<file path="config.mk">
export PLATFORM = sky130hd
export DESIGN_NAME = simon_sequencer
export DESIGN_NICKNAME = d
export VERILOG_FILES = /design/src/rtl/simon_sequencer.sv
export SDC_FILE = /design/constraint.sdc
export NUM_CORES = 1
export LEC_CHECK = 0
export CORE_MARGIN = 3
export CORE_UTILIZATION = 31
export CTS_CLUSTER_SIZE = 25
export DETAILED_ROUTE_END_ITERATION = 12
export PLACE_DENSITY = 0.5
export SLEW_MARGIN = 25
export SYNTH_ARGS = -nofsm -noshare
export SYNTH_HDL_FRONTEND = slang
export SYNTH_SLANG_ARGS = --single-unit
</file>
<file path="constraint.sdc">
create_clock -name clk -period 2.65 [get_ports clk]
set_clock_uncertainty 0.05 [all_clocks]
set_input_delay 0.3975 -clock clk [delete_from_list [all_inputs] [get_ports clk]]
set_output_delay 0.3975 -clock clk [all_outputs]
set_load 0.005 [all_outputs]
</file>
<file path="src/rtl/simon_sequencer.sv">
// simon_sequencer: Simon memory-game sequencer with an LFSR colour source.
// Define SIMON_TIMEOUT_EN to end the game after player inactivity.
module simon_sequencer #(
  parameter int SHOW_CYCLES    = 25000000,
  parameter int GAP_CYCLES     = 12500000,
  parameter int TIMEOUT_CYCLES = 150000000,
  parameter int MAX_LEN        = 16
) (
  input  logic       clk,
  input  logic       rst_n,
  input  logic       start,
  input  logic [3:0] btn,
  output logic [3:0] led,
  output logic       simonTurn,
  output logic       gameOver,
  output logic       win,
  output logic [4:0] score
);

  localparam int M1 =
    (SHOW_CYCLES > GAP_CYCLES) ? SHOW_CYCLES : GAP_CYCLES;
  localparam int TMAX =
    (M1 > TIMEOUT_CYCLES) ? M1 : TIMEOUT_CYCLES;
  localparam int TW = $clog2(TMAX + 1);

  typedef enum logic [2:0] {
    S_IDLE,
    S_ADD,
    S_SHOW_ON,
    S_SHOW_OFF,
    S_PLAYER,
    S_RELEASE,
    S_OVER
  } state_t;

  state_t        r_state;
  logic [TW-1:0] r_timer;
  logic [15:0]   r_lfsr;
  logic [3:0]    r_btn_q;
  logic [4:0]    r_len;
  logic [4:0]    r_idx;
  logic [1:0]    r_seq [32];

  logic [3:0] w_press;
  logic [3:0] w_exp;
  logic [3:0] w_first;
  logic [4:0] w_idx_n;
  logic       w_last;
  logic       w_fb;

  assign w_press = btn & ~r_btn_q;
  assign w_exp   = 4'b0001 << r_seq[r_idx];
  // Step 0 of round 1 is being written this cycle, so bypass it.
  assign w_first = 4'b0001 <<
    ((r_len == 5'd0) ? r_lfsr[1:0] : r_seq[0]);
  assign w_idx_n = r_idx + 5'd1;
  assign w_last  = (w_idx_n == r_len);
  assign w_fb    = r_lfsr[15] ^ r_lfsr[13] ^
                   r_lfsr[12] ^ r_lfsr[10];

  always_ff @(posedge clk) begin
    if (r_state == S_ADD)
      r_seq[r_len] <= r_lfsr[1:0];
  end

  always_ff @(posedge clk or negedge rst_n) begin
    if (!rst_n) begin
      r_state   <= S_IDLE;
      r_timer   <= '0;
      r_lfsr    <= 16'hACE1;
      r_btn_q   <= 4'd0;
      r_len     <= 5'd0;
      r_idx     <= 5'd0;
      led       <= 4'd0;
      simonTurn <= 1'b1;
      gameOver  <= 1'b0;
      win       <= 1'b0;
      score     <= 5'd0;
    end else begin
      r_lfsr  <= {r_lfsr[14:0], w_fb};
      r_btn_q <= btn;
      r_timer <= '0;
      unique case (r_state)
        S_IDLE, S_OVER: begin
          if (start) begin
            r_len     <= 5'd0;
            score     <= 5'd0;
            win       <= 1'b0;
            gameOver  <= 1'b0;
            simonTurn <= 1'b1;
            led       <= 4'd0;
            r_state   <= S_ADD;
          end
        end
        S_ADD: begin
          r_len   <= r_len + 5'd1;
          r_idx   <= 5'd0;
          led     <= w_first;
          r_state <= S_SHOW_ON;
        end
        S_SHOW_ON: begin
          if (r_timer == TW'(SHOW_CYCLES - 1)) begin
            led     <= 4'd0;
            r_state <= S_SHOW_OFF;
          end else begin
            r_timer <= r_timer + 1'b1;
          end
        end
        S_SHOW_OFF: begin
          if (r_timer != TW'(GAP_CYCLES - 1)) begin
            r_timer <= r_timer + 1'b1;
          end else if (w_last) begin
            r_idx     <= 5'd0;
            simonTurn <= 1'b0;
            r_state   <= S_PLAYER;
          end else begin
            r_idx   <= w_idx_n;
            led     <= 4'b0001 << r_seq[w_idx_n];
            r_state <= S_SHOW_ON;
          end
        end
        S_PLAYER: begin
          if (w_press == w_exp) begin
            led     <= w_press;
            r_state <= S_RELEASE;
          end else if (w_press != 4'd0) begin
            gameOver <= 1'b1;
            r_state  <= S_OVER;
          end
`ifdef SIMON_TIMEOUT_EN
          else if (r_timer == TW'(TIMEOUT_CYCLES - 1)) begin
            gameOver <= 1'b1;
            win      <= 1'b0;
            r_state  <= S_OVER;
          end else begin
            r_timer <= r_timer + 1'b1;
          end
`endif
        end
        S_RELEASE: begin
          if (btn != 4'd0) begin
            // Echo only the accepted colour so led stays one-hot.
            led <= btn & w_exp;
          end else begin
            led <= 4'd0;
            if (!w_last) begin
              r_idx   <= w_idx_n;
              r_state <= S_PLAYER;
            end else begin
              score <= score + 5'd1;
              if (r_len == 5'(MAX_LEN)) begin
                win      <= 1'b1;
                gameOver <= 1'b1;
                r_state  <= S_OVER;
              end else begin
                simonTurn <= 1'b1;
                r_state   <= S_ADD;
              end
            end
          end
        end
        default: r_state <= S_IDLE;
      endcase
    end
  end

endmodule
</file>
==> results.txt <==
----------------------------------------------------
[Timing]
  Fmax ... roughly 350 MHz
  Max Slew Vio Count ... 0
  Hold Violations, Final ... 0
  Time the worst path needs with I/O delays and setup ... 2870 ps
  Final critical-path share of the clock period ... 108%
  Worst rel slew slack ... between 50% and 60%
  Min setup slack post-route ... -217 ps
  Final setup vio count ... 4
  Smallest hold slack ... between 200 and 300 ps
  Worst-margin pin slew ... 641 ps
  Setup repair after global routing missed its margin ... true

[Detailed routing]
  Final WL ... 18000 um
  Detailed-routing iteration count for the pre-antenna-repair pass ... 5
  # DRC ... 0
  Via count ... 5096
  Drt wl/cell ... 18.5 um
  Number of DRC markers after the initial detailed-route iteration ... 327
  Antenna-violating nets left ... 0
  Vias/cell ... around 5.2

[Hold path]
  End of the worst hold path ... r_lfsr[10]
  Number of cells on the worst hold path ... 0
  Path category of the worst min-delay check ... reg2reg
  Hold path start ... r_lfsr[9]

[Global route]
  Pin count of the biggest net entering global routing ... 43
  Most used routing layer ... met2
  First-pass GRT wire length ... 29400 um
  Met2 capacity usage during global routing ... a little under a quarter
  Combined global-route utilization of all metal layers ... between 15 and 20%
  Total congestion overflow after global routing ... 0
  Number of antenna violations at the first check in global routing ... 0
  Via count of the first global-routing pass ... 5221
  Global-route track usage on met1 ... 22.0%
  Met3 track demand over resource in global routing ... 3.85%

[Power]
  IR drop worst, VDD ... roughly 0.37 mV
  Pwr per Cell Area ... 544 nW/um^2
  Post-route total power ... 4.74 mW
  Static Leakage ... 3.00 nW

[Critical path]
  FF-to-FF setup slack ... -220 ps
  Critical Path End Type ... flop
  Worst-path fanout max ... 4
  Most frequent cell on the critical path ... sky130_fd_sc_hd__mux4_2
  Worst Path Required ... 2900 ps
  CP max stage cell ... sky130_fd_sc_hd__mux4_2
  Signal arrival time at the worst endpoint ... 3110 ps
  Critical-path cell list ... ha_4, clkbuf_16, mux4_2, mux4_2, mux2i_4, mux2i_1, and4_1, a21oi_2, a31oi_1
  Worst r2r path cells ... 9
  Path type of the worst setup path ... reg2reg
  Origin of the critical flop-to-flop path ... r_idx[0]
  Setup crit start kind ... flop
  Destination of the worst register-to-register timing path ... led[3]
  Slowest stage delay, CP ... 530 ps
  Critical path buffer and inverter count ... 1
  Category of cells accounting for the largest share of critical-path delay ... multiplexers

[Clock network]
  Skew-Pair Late Insertion Delay ... 430 ps
  Clock buffer count from CTS ... 17
  Maximum count of clock buffers along a single path ... 2
  Cell at the root of the clock tree ... sky130_fd_sc_hd__clkbuf_16
  Num Clock Sinks ... 137
  H-tree levels ... 4
  Clock transition at the registers of the reported paths ... 60 ps
  CTS tree ... yes

[Synth]
  Post-synthesis cell type with the largest combined area ... sky130_fd_sc_hd__edfxtp_1
  Top post-synthesis cells by area ... sky130_fd_sc_hd__edfxtp_1, sky130_fd_sc_hd__dfrtp_1, sky130_fd_sc_hd__mux4_2
  Proportion of netlist area held by the largest area contributor ... 27.0%
  Post-synthesis area per instance ... 11.6 um^2
  Cell area after technology mapping ... roughly 7000 um^2
  Warnings, synthesis ... 0
  Distinct cells, synth ... 71
  Predominant post-synthesis flop cell ... sky130_fd_sc_hd__edfxtp_1
  Synth Net Count ... 627
  Cell count after synthesis ... between 600 and 700
  Sequential-to-total area share from yosys stat ... between 50% and 60%
  Count of flip-flops with a built-in enable after synthesis ... 64
  Fraction of synthesis flops using an asynchronous set or reset pin ... 53.3%
  Flops & latches, synth ... 137

[Placement]
  Number of buffer cells added on primary ports ... 18
  Final HPWL from detailed placement ... 12400 um
  Placer's final routability congestion estimate ... ~0.89
  Post-placement cell area ... roughly 7900 um^2
  Placed instance count ... 935
  Pre-CTS setup slack ... -370 ps

[Floorplanning]
  Full die area ... about 25000 um^2
  Die span in y ... 157 um
  Initial cell density of the core ... 32.1%
  Number of core rows ... 54
  Core Area ... about 22000 um^2
  I/O pin count ... 19
  Die Width ... between 150 and 200 um

[Final layout]
  Ratio of cells with drive above 1 in the final layout ... 22.4%
  Non-Filler Instances ... 971
  Layout overhead on the synthesized area ... 22.7%
  Finished Cell Area ... 8720 um^2
  Total inserted antenna cells ... 0
  Number of nets at the end of the flow ... 693

[Outcome]
  Violations in the final reports ... negative setup slack
  Result of the run ... finished with violations

[Run]
  Max Cap Violations ... 0

----------------------------------------------------
placed cells by master, fill, tap and decap left out, types with 3 or more instances in the layout:
cell type / netlist / routed
sky130_fd_sc_hd__or2_2: 10 / 10
sky130_fd_sc_hd__nand3_2: 0 / 3
sky130_fd_sc_hd__nand3_1: 30 / 27
sky130_fd_sc_hd__inv_1: 12 / 12
sky130_fd_sc_hd__a31oi_1: 4 / 4
sky130_fd_sc_hd__mux4_2: 20 / 20
sky130_fd_sc_hd__o31ai_1: 7 / 7
sky130_fd_sc_hd__clkdlybuf4s50_1: 0 / 17
sky130_fd_sc_hd__and4_1: 4 / 4
sky130_fd_sc_hd__mux2i_1: 37 / 35
sky130_fd_sc_hd__a21oi_1: 19 / 16
sky130_fd_sc_hd__dfrtp_1: 64 / 62
sky130_fd_sc_hd__nand4_1: 9 / 9
sky130_fd_sc_hd__nand2b_1: 6 / 6
sky130_fd_sc_hd__nand3b_1: 4 / 4
sky130_fd_sc_hd__clkinv_4: 0 / 3
sky130_fd_sc_hd__nor2_1: 81 / 81
sky130_fd_sc_hd__nor2b_1: 10 / 10
sky130_fd_sc_hd__o21ai_0: 20 / 17
sky130_fd_sc_hd__or3_1: 4 / 4
sky130_fd_sc_hd__o21ai_1: 2 / 4
sky130_fd_sc_hd__ha_1: 7 / 6
sky130_fd_sc_hd__dfstp_2: 9 / 9
sky130_fd_sc_hd__and2_1: 3 / 3
sky130_fd_sc_hd__nor4b_1: 3 / 3
sky130_fd_sc_hd__xor2_1: 23 / 23
sky130_fd_sc_hd__and3_1: 4 / 4
sky130_fd_sc_hd__o32ai_1: 4 / 4
sky130_fd_sc_hd__xnor2_1: 13 / 13
sky130_fd_sc_hd__nor4bb_1: 3 / 3
sky130_fd_sc_hd__a21oi_2: 0 / 3
sky130_fd_sc_hd__nor3_1: 9 / 8
sky130_fd_sc_hd__edfxtp_1: 64 / 64
sky130_fd_sc_hd__buf_4: 1 / 48
sky130_fd_sc_hd__clkbuf_16: 0 / 20
sky130_fd_sc_hd__a22oi_1: 12 / 12
sky130_fd_sc_hd__nand2_1: 45 / 43
sky130_fd_sc_hd__nor4_1: 4 / 3
routing by layer:
layer	routed length [um]	vias to the layer above
li1	-	2399
met1	8620	2562
met2	8270	119
met3	911	16
met4	181	0
met5	0	-
where the power goes:
group	total [mW]	switching (mW)	internal (mW)
clock	2.47	0.959	1.51
sequential	2.22	0.00196	2.21
combinational	0.0584	0.0379	0.0205
per-stage QoR:
step | util, % | setup TNS [ps]
after floorplan | - | -341
after global placement | 35.6 | -1430
after detailed placement | 35.6 | -2080
after CTS | 38.8 | -752
after global routing | 39.4 | -985
final | 39.4 | -549
layout make-up:
cell class / instances / area (um^2)
sequential: 137 / 3760
clock inverter: 12 / 138
tap: 280 / 350
multi-input combinational: 438 / 3280
clock buffer: 20 / 479
timing repair buffer: 72 / 672
fill: 2099 / 13400
inverter: 12 / 45.0
synthesized netlist by cell type, types with 4 or more instances:
master and instances:
sky130_fd_sc_hd__dfrtp_1 64, sky130_fd_sc_hd__buf_6 6, sky130_fd_sc_hd__o32ai_1 4, sky130_fd_sc_hd__and3_1 4, sky130_fd_sc_hd__a22oi_1 12, sky130_fd_sc_hd__inv_1 12, sky130_fd_sc_hd__nand3b_1 4, sky130_fd_sc_hd__ha_1 7
sky130_fd_sc_hd__xor2_1 23, sky130_fd_sc_hd__a31oi_1 4, sky130_fd_sc_hd__mux2i_1 37, sky130_fd_sc_hd__a21oi_1 19, sky130_fd_sc_hd__nor2b_1 10, sky130_fd_sc_hd__nor3_1 9, sky130_fd_sc_hd__edfxtp_1 64, sky130_fd_sc_hd__nand2_1 45
sky130_fd_sc_hd__nand2b_1 6, sky130_fd_sc_hd__or2_2 10, sky130_fd_sc_hd__dfstp_2 9, sky130_fd_sc_hd__clkbuf_1 13, sky130_fd_sc_hd__o31ai_1 7, sky130_fd_sc_hd__nor2_1 81, sky130_fd_sc_hd__mux4_2 20, sky130_fd_sc_hd__or3_1 4
sky130_fd_sc_hd__nand3_1 30, sky130_fd_sc_hd__nand4_1 9, sky130_fd_sc_hd__and4_1 4, sky130_fd_sc_hd__nor4_1 4, sky130_fd_sc_hd__xnor2_1 13, sky130_fd_sc_hd__o21ai_0 20
registers in the layout, summed over array words and instances, names as in the netlist:
register and cells:
gameOver 1, led 4, r_btn_q 4, r_idx 5
r_len 5, r_lfsr 16, r_seq 64, r_state 3
r_timer 28, score 5, simonTurn 1, win 1
timing repair:
action / 4_1_cts / 5_1_grt
hold buffers: 1 / 0
pin swaps: 3 / 7
resized for setup: 10 / 22
setup buffers: 0 / 1
cloned: 1 / 1
setup endpoints to repair: 11 / 14
hold endpoints to repair: 40 / 0
cell families (layout without fill, tap and decap cells):
kind of cell | count (synthesis) | in the layout | synth area share (%)
XOR/XNOR | 39 | 39 | 5.33
adder cells (fa/ha/maj) | 8 | 8 | 1.51
buffers and inverters | 37 | 116 | 2.71
AND/OR/NAND/NOR | 241 | 241 | 17.0
multiplexers | 58 | 58 | 11.7
flip-flops | 137 | 137 | 52.9
AO/OA/AOI/OAI | 92 | 92 | 8.92
worst max path at each step:
stage | startpoint | to | slack [ps] | cells past startpoint
2_1_floorplan | r_idx[0] | led[3] | -170 | 10
6_report | r_idx[0] | led[3] | -220 | 9
3_5_place_dp | r_idx[1] | led[3] | -370 | 9
3_3_place_gp | r_idx[1] | led[3] | -300 | 9
4_1_cts | r_idx[1] | led[3] | -210 | 9
5_1_grt | r_idx[0] | led[3] | -270 | 9
(Power assumes the default switching activity.)
